### src/rtl/riscv_alu_seq.sv
// riscv_alu_seq: multi-cycle RISC-V ALU, 1-cycle simple ops, iterative MUL/MULHU.
// Define RISCV_ALU_DIV_EN to add an unsigned restoring DIVU/REMU engine.
module riscv_alu_seq #(
    parameter int XLEN = 32
) (
    input  logic            clk,
    input  logic            reset,
    input  logic            start,
    input  logic [3:0]      ALUctl,
    input  logic [XLEN-1:0] A,
    input  logic [XLEN-1:0] B,
    output logic            ready,
    output logic            busy,
    output logic            done,
    output logic [XLEN-1:0] ALUout,
    output logic            zero
);
    localparam int SHW = $clog2(XLEN);
`ifdef RISCV_ALU_DIV_EN
    typedef enum logic [1:0] {IDLE, MUL, DONE, DIV} state_t;
`else
    typedef enum logic [1:0] {IDLE, MUL, DONE} state_t;
`endif
    state_t            state, state_n;
    logic [SHW-1:0]    sh, cnt;
    logic [XLEN-1:0]   simple, m, fin;
    logic [2*XLEN-1:0] p, p_mul, p_nx;
    logic [XLEN:0]     msum;
    logic              acc, is_mul, is_div, hi, last;
    assign ready  = state == IDLE || state == DONE;
    assign done   = state == DONE;
    assign acc    = start && ready;
    assign is_mul = ALUctl == 4'd10 || ALUctl == 4'd11;
    assign sh     = B[SHW-1:0];
    assign last   = cnt == SHW'(XLEN - 1);
    always_comb begin
        simple = '0;
        case (ALUctl)
            4'd0:    simple = A & B;
            4'd1:    simple = A | B;
            4'd2:    simple = A + B;
            4'd3:    simple = A ^ B;
            4'd4:    simple = A << sh;
            4'd5:    simple = A >> sh;
            4'd6:    simple = A - B;
            4'd7:    simple = XLEN'($signed(A) < $signed(B));
            4'd8:    simple = $signed(A) >>> sh;
            4'd9:    simple = XLEN'(A < B);
            4'd12:   simple = ~(A | B);
            default: simple = '0;
        endcase
    end
    // p = {high partial, multiplier}; each step adds the multiplicand then shifts right
    assign msum  = {1'b0, p[2*XLEN-1:XLEN]} + {1'b0, p[0] ? m : {XLEN{1'b0}}};
    assign p_mul = {msum, p[XLEN-1:1]};
`ifdef RISCV_ALU_DIV_EN
    logic [XLEN:0]   t;
    logic [XLEN-1:0] d;
    logic            ge;
    // p = {remainder, quotient/dividend}; B==0 naturally yields all-ones and A
    assign is_div = ALUctl == 4'd13 || ALUctl == 4'd14;
    assign busy   = state == MUL || state == DIV;
    assign t      = {p[2*XLEN-1:XLEN], p[XLEN-1]};
    assign ge     = t >= {1'b0, m};
    assign d      = t[XLEN-1:0] - m;
    assign p_nx   = state == DIV ? {ge ? d : t[XLEN-1:0], p[XLEN-2:0], ge} : p_mul;
`else
    assign is_div = 1'b0;
    assign busy   = state == MUL;
    assign p_nx   = p_mul;
`endif
    assign fin = hi ? p_nx[2*XLEN-1:XLEN] : p_nx[XLEN-1:0];
    always_ff @(posedge clk) begin
        if (reset) state <= IDLE;
        else       state <= state_n;
    end
    always_comb begin
        state_n = state;
        case (state)
`ifdef RISCV_ALU_DIV_EN
            IDLE, DONE: state_n = !acc ? IDLE : is_mul ? MUL : is_div ? DIV : DONE;
            DIV:        state_n = last ? DONE : DIV;
`else
            IDLE, DONE: state_n = !acc ? IDLE : is_mul ? MUL : DONE;
`endif
            MUL:        state_n = last ? DONE : MUL;
            default:    state_n = IDLE;
        endcase
    end
    always_ff @(posedge clk) begin
        if (reset) begin
            ALUout <= '0;
            zero   <= 1'b0;
            p      <= '0;
            m      <= '0;
            cnt    <= '0;
            hi     <= 1'b0;
        end else if (acc) begin
            cnt <= '0;
            hi  <= ALUctl == 4'd11 || ALUctl == 4'd14;
            m   <= is_div ? B : A;
            p   <= {{XLEN{1'b0}}, is_div ? A : B};
            if (!is_mul && !is_div) begin
                ALUout <= simple;
                zero   <= simple == '0;
            end
        end else if (busy) begin
            p   <= p_nx;
            cnt <= cnt + 1'b1;
            if (last) begin
                ALUout <= fin;
                zero   <= fin == '0;
            end
        end
    end
endmodule
### config.mk
export PLATFORM = sky130hd
export DESIGN_NAME = riscv_alu_seq
export DESIGN_NICKNAME = d
export VERILOG_FILES = /design/src/rtl/riscv_alu_seq.sv
export SDC_FILE = /design/constraint.sdc
export NUM_CORES = 1
export LEC_CHECK = 0
export ABC_AREA = 0
export CELL_PAD_IN_SITES_DETAIL_PLACEMENT = 1
export CELL_PAD_IN_SITES_GLOBAL_PLACEMENT = 2
export CORE_MARGIN = 2
export CORE_UTILIZATION = 39
export CTS_CLUSTER_DIAMETER = 150
export DETAILED_ROUTE_END_ITERATION = 6
export GPL_ROUTABILITY_DRIVEN = 0
export PLACE_DENSITY = 0.94
export SYNTH_ARGS = -nofsm -noshare
export SYNTH_HDL_FRONTEND = slang
export SYNTH_SLANG_ARGS = --single-unit
### constraint.sdc
create_clock -name clk -period 11.65 [get_ports clk]
set_input_delay 1.7475 -clock clk [delete_from_list [all_inputs] [get_ports clk]]
set_output_delay 1.7475 -clock clk [all_outputs]
set_load 0.05 [all_outputs]
; Yosys cells after proc, flatten, opt, wreduce, memory -nomap -nowiden
; Cells that the tools add are included.
[totals]
ff_bits = 137
in_bits = 71
wordCells = 68
[classes]
addsub = 4
order_cmp = 2
n_eq_ne = 17
shift = 3
mux = 17
n_bitwise = 4
n_reduce_logical = 13
[ops]
columns = op, count
row1 = case mux 32 bit (11 select lines), 1
row2 = 2-to-1 mux 32 bit, 8
row3 = logical NOT 32 bit, 2
row4 = < comparator 32 bit, 2
row5 = adder 32 x 32 -> 33 bit, 1
row6 = adder 32 bit, 1
row7 = AND 32 bit, 1
row8 = NOT 32 bit, 1
row9 = bitwise OR 32 bit, 1
row10 = << shifter 32 x 5 -> 32 bit, 1
row11 = >> shifter 32 x 5 -> 32 bit, 1
row12 = >>> shifter 32 x 5 -> 32 bit, 1
row13 = subtractor 32 bit, 1
row14 = bitwise XOR 32 bit, 1
row15 = "== test 4 bit, second input constant", 6
row16 = "== test 4 x 3 -> 1 bit, second input constant", 4
row17 = "== test 4 x 2 -> 1 bit, second input constant", 2
row18 = 2-to-1 mux 2 bit, 3
row19 = "adder 5 x 1 -> 5 bit, second input constant", 1
row20 = "== test 5 bit, second input constant", 1
row21 = "== test 4 x 1 -> 1 bit, second input constant", 1
row22 = logical NOT 4 bit, 1
row23 = 2-to-1 mux 1 bit, 4
row24 = case mux 2 bit (2 select lines), 1
row25 = 9 further kinds, 13

; Longest topological paths before layout
[depth]
word_depth = 7
depth_mapped = 19

; Least setup slack after synthesis
; No wires, ideal clock.
[synth_timing]
kind = input port to flip-flop
from = in B[1]
to = reg zero
arrival_time_ns = 6.380
required_time_ns = 11.554
path_slack_ns = 5.174
cell_stages = 18
path_cell_list = buf_2 inv_2 buf_2 clkbuf_1 buf_1 ha_1 a21o_1 a211o_1 a21oi_2 o2111a_1 nor2_1 a21o_1 a221o_1 a221o_1 or2_2 or4_1 or3_1 o41ai_2
[synth_via]
elab_chain_len = 6
word_cells_on_any_way = 15
cone_classes = add/sub (2) / order compare (2) / shift (3) / mux (3) / bitwise (4) / reduce/logical (1)
[synth_lines]
columns = element, line_no
row1 = start: declaration, 11  ; input logic [XLEN-1:0] B,
row2 = branches (longest 2 deep; another with subtractor 32 bit), -
row3 = case mux 32 bit (11 select lines) (*), 38  ; case (ALUctl)
row4 = logical NOT 32 bit (*), 105  ; zero <= simple == '0;
row5 = 2-to-1 mux 1 bit (*), 103  ; if (!is_mul && !is_div) begin
row6 = 2-to-1 mux 1 bit (*), 98  ; end else if (acc) begin
row7 = end signal: assignment, 93  ; zero <= 1'b0;
row8 = end signal: assignment, 105
row9 = end signal: assignment, 112  ; zero <= fin == '0;
row10 = end: declaration, 16  ; output logic zero
; Every way passes the cells marked *. The select of a mux whose other input is x is not followed.
; A chain may end at the register's enable or synchronous reset.

; Worst setup path after layout
[layout_timing]
from = in B[4]
to = reg zero
; Same word-level chain as after synthesis.

==> results.txt <==
Status - finished clean
Layout cell share with drive strength beyond 1 - 8.40%
Finish-stage setup viols - 0
Wire length of the first global-routing pass - 125 mm
HPWL after detailed placement - 62.4 mm
Leak pwr - 0.00764 uW
YS warnings - 0
CP Capture Type - flip-flop
Total GRT Usage - 34.6%
FF+latch area - 2740 um^2
Setup crit start kind - input pin
Asr flop ratio synth - 0%
H-Tree Depth - 4
Final nets - 2,620
Number of flops mapped to enable cells by yosys - 0
Hold WS - 452 ps
Setup bufs post-CTS - 0
Slew Viols, Final - 0
Netlist cell types - 92
Cts bufs inserted - 17
Area occupied by multi-input gates - 13,500 um^2
Final core occ - 44.1%
Fill cells - 5,612
Peak fanout along the critical path - 37
Vias per inst - 6.78
Fmax - 145 MHz
Post-cts sizing count - 0
Max IR drop VDD - 0.110 mV
Total congestion overflow - 0
Antenna Nets Post-Route - 0
Core ar. - 44,100 um^2
Post-synth top flop - dfxtp_1
Port bufs - 106
Synth Register Bits - 137
Post-Syn Area - 17,400 um^2
Drt pass-1 iters - 6
Setup Skew - 10.7 ps
Worst Min Path Start - ALUout[10]$_SDFFE_PP0P_
Iter 0 DRT Violations - 2,742
Max_slew headroom - 16.3%
# rows - 77
Initial Util - 39.5%
Max Cap Viol - 0
Arrival time worst endpoint - 7240 ps
Clk pin slew, worst setup/hold paths - 60 ps
Setup TNS - 0 ps
Fin crit share - 59.2%
Crit path from - B[4]
Seq/Total Area, Yosys - 15.7%
Top-Level Pins - 107
Routed len/inst - 27.5 um
Largest area contributor in the netlist - dfxtp_1
Clk sinks - 137
Post-synth top area share - 15.7%
Clk buf depth - 2
Fin. Hold Viols - 0
Syn_area_per_cell - 7.20 um^2
Die Ht - 215 um
Hold-fix buffers at CTS - 0
Final wirelength - 82.8 mm
Critical path required time - 11,990 ps
Hold Path Class - reg2reg
Vias in the first global route - 20,200
Worst skew pair latency - 440 ps
Power Density - 95.1 nW/um^2
CTS Root Cell - clkbuf_16
Via Count - 20,400
Worst slew pin tran - 1250 ps
R2r startpoint - p[0]$_SDFFE_PP0P_
Initial antenna violation count - 4
Gate count of the mapped netlist - 2,420
Setup CP Type - in2reg
Die area - 46,400 um^2
Unrepaired setup endpoints after global routing - false
Crit path time final - 6900 ps
CTS tree - yes
Ranking of synthesized cells by area - dfxtp_1 (16%), ha_1 (10%), a21oi_1 (7.3%)
Area grow syn2layout - 11.6%
Die X-Extent - 215 um
Largest net degree at the start of global routing - 76
Number of remaining DRC errors - 0
Syn nets - 2,637
==> cells in the final DEF, fill, tap and decap left out, drive strengths merged, types with 27 or more instances in the layout <==
master | netlist | final
a21oi | 256 | 256
mux2i | 72 | 72
o211ai | 45 | 45
clkdlybuf4s50 | 0 | 101
mux4 | 44 | 44
mux2 | 37 | 37
nand3 | 40 | 40
nand2 | 296 | 296
o22ai | 57 | 57
ha | 143 | 143
and2 | 40 | 40
inv | 114 | 117
a22oi | 34 | 34
nor2 | 250 | 250
xnor2 | 27 | 27
dfxtp | 137 | 137
buf | 52 | 50
a211oi | 53 | 53
nor3 | 81 | 81
o21ai | 95 | 95
==> final cells by class <==
type | instances | area share, %
Clock inverter | 13 | 0.849
Timing Repair Buffer | 151 | 7.09
Antenna cell | 1 | 0.0129
Sequential cell | 137 | 14.1
Tap cell | 592 | 3.81
Inverter | 115 | 2.22
Clock buffer | 19 | 2.33
Multi-Input combinational cell | 1981 | 69.6
==> state kept, by name (all words and copies together) (netlist names) <==
name / count
state: 2
cnt: 5
hi: 1
m: 32
p: 64
ALUout: 32
zero: 1
==> per-stage QoR <==
| step | area [um^2] | instances | setup WS [ps] | total power [uW] |
|---|---|---|---|---|
| 5_1_grt | 19400 | 3008 | 4600 | 1910 |
| 3_5_place_dp | 18800 | 2976 | 4500 | 1250 |
| 4_1_cts | 19400 | 3008 | 4940 | 1820 |
| 2_1_floorplan | 17400 | 2420 | 5170 | 987 |
| 3_3_place_gp | 18800 | 2976 | 4550 | 1230 |
| 6_report | 19400 | 3009 | 4750 | 1850 |
==> cells in the mapped netlist (27+ instances only) <==
cell	n
a22oi_1	34
a211oi_1	53
o22ai_1	57
o211ai_1	44
clkbuf_1	135
inv_1	112
o21ai_0	92
mux4_2	44
mux2i_1	72
nor3_1	81
and2_1	39
nand2_1	296
a21oi_1	255
xnor2_1	27
nor2_1	249
buf_1	29
dfxtp_1	137
ha_1	143
nand3_1	40
mux2_2	37
==> final timing paths <==
| kind | to | cells after the start | slack [ps] |
|---|---|---|---|
| worst max-delay path | zero$_SDFFE_PP0P_ | 15 | 4750 |
| worst min-delay path | ALUout[10]$_SDFFE_PP0P_ | 2 | 450 |
| worst max register to register | zero$_SDFFE_PP0P_ | 15 | 6470 |
| worst min register to register | ALUout[10]$_SDFFE_PP0P_ | 2 | 450 |
==> routing by layer <==
metal	vias up	global-route usage [%]	wire length [um]
met5	-	0	13
met4	2	14.4	4070
met3	282	7.98	9060
met2	1210	54.0	36000
met1	10000	45.7	33700
li1	8890	-	-
==> cells by family after synthesis <==
| logic type | after synthesis | share of synthesized area [%] |
|---|---|---|
| xor+xnor | 39 | 1.96 |
| mux | 153 | 12.2 |
| flops | 137 | 15.7 |
| buf+inv | 302 | 6.74 |
| fa+ha+maj | 146 | 10.6 |
| simple gates | 847 | 22.2 |
| compound gates | 796 | 30.5 |
==> power breakdown <==
part | switching, uW | total, uW | leakage, uW | internal [uW]
clock | 229 | 578 | 0.000292 | 349
combinational | 505 | 756 | 0.00623 | 252
sequential | 20.3 | 515 | 0.00112 | 495
total | 753 | 1850 | 0.00764 | 1100
==> worst max-delay path, stage by stage <==
cell             delay, ps
clkdlybuf4s50_1        450
buf_4                  370
inv_1                  500
ha_1                   610
a2111o_1               420
a2111oi_0              750
o31a_1                 240
nor4_1                  80
a22oi_1                160
o21ai_0                110
a211oi_1               370
nand4_1                190
or4_1                  610
or3_1                  390
o41ai_2                220
No activity file was read; power rests on OpenSTA's default activity.
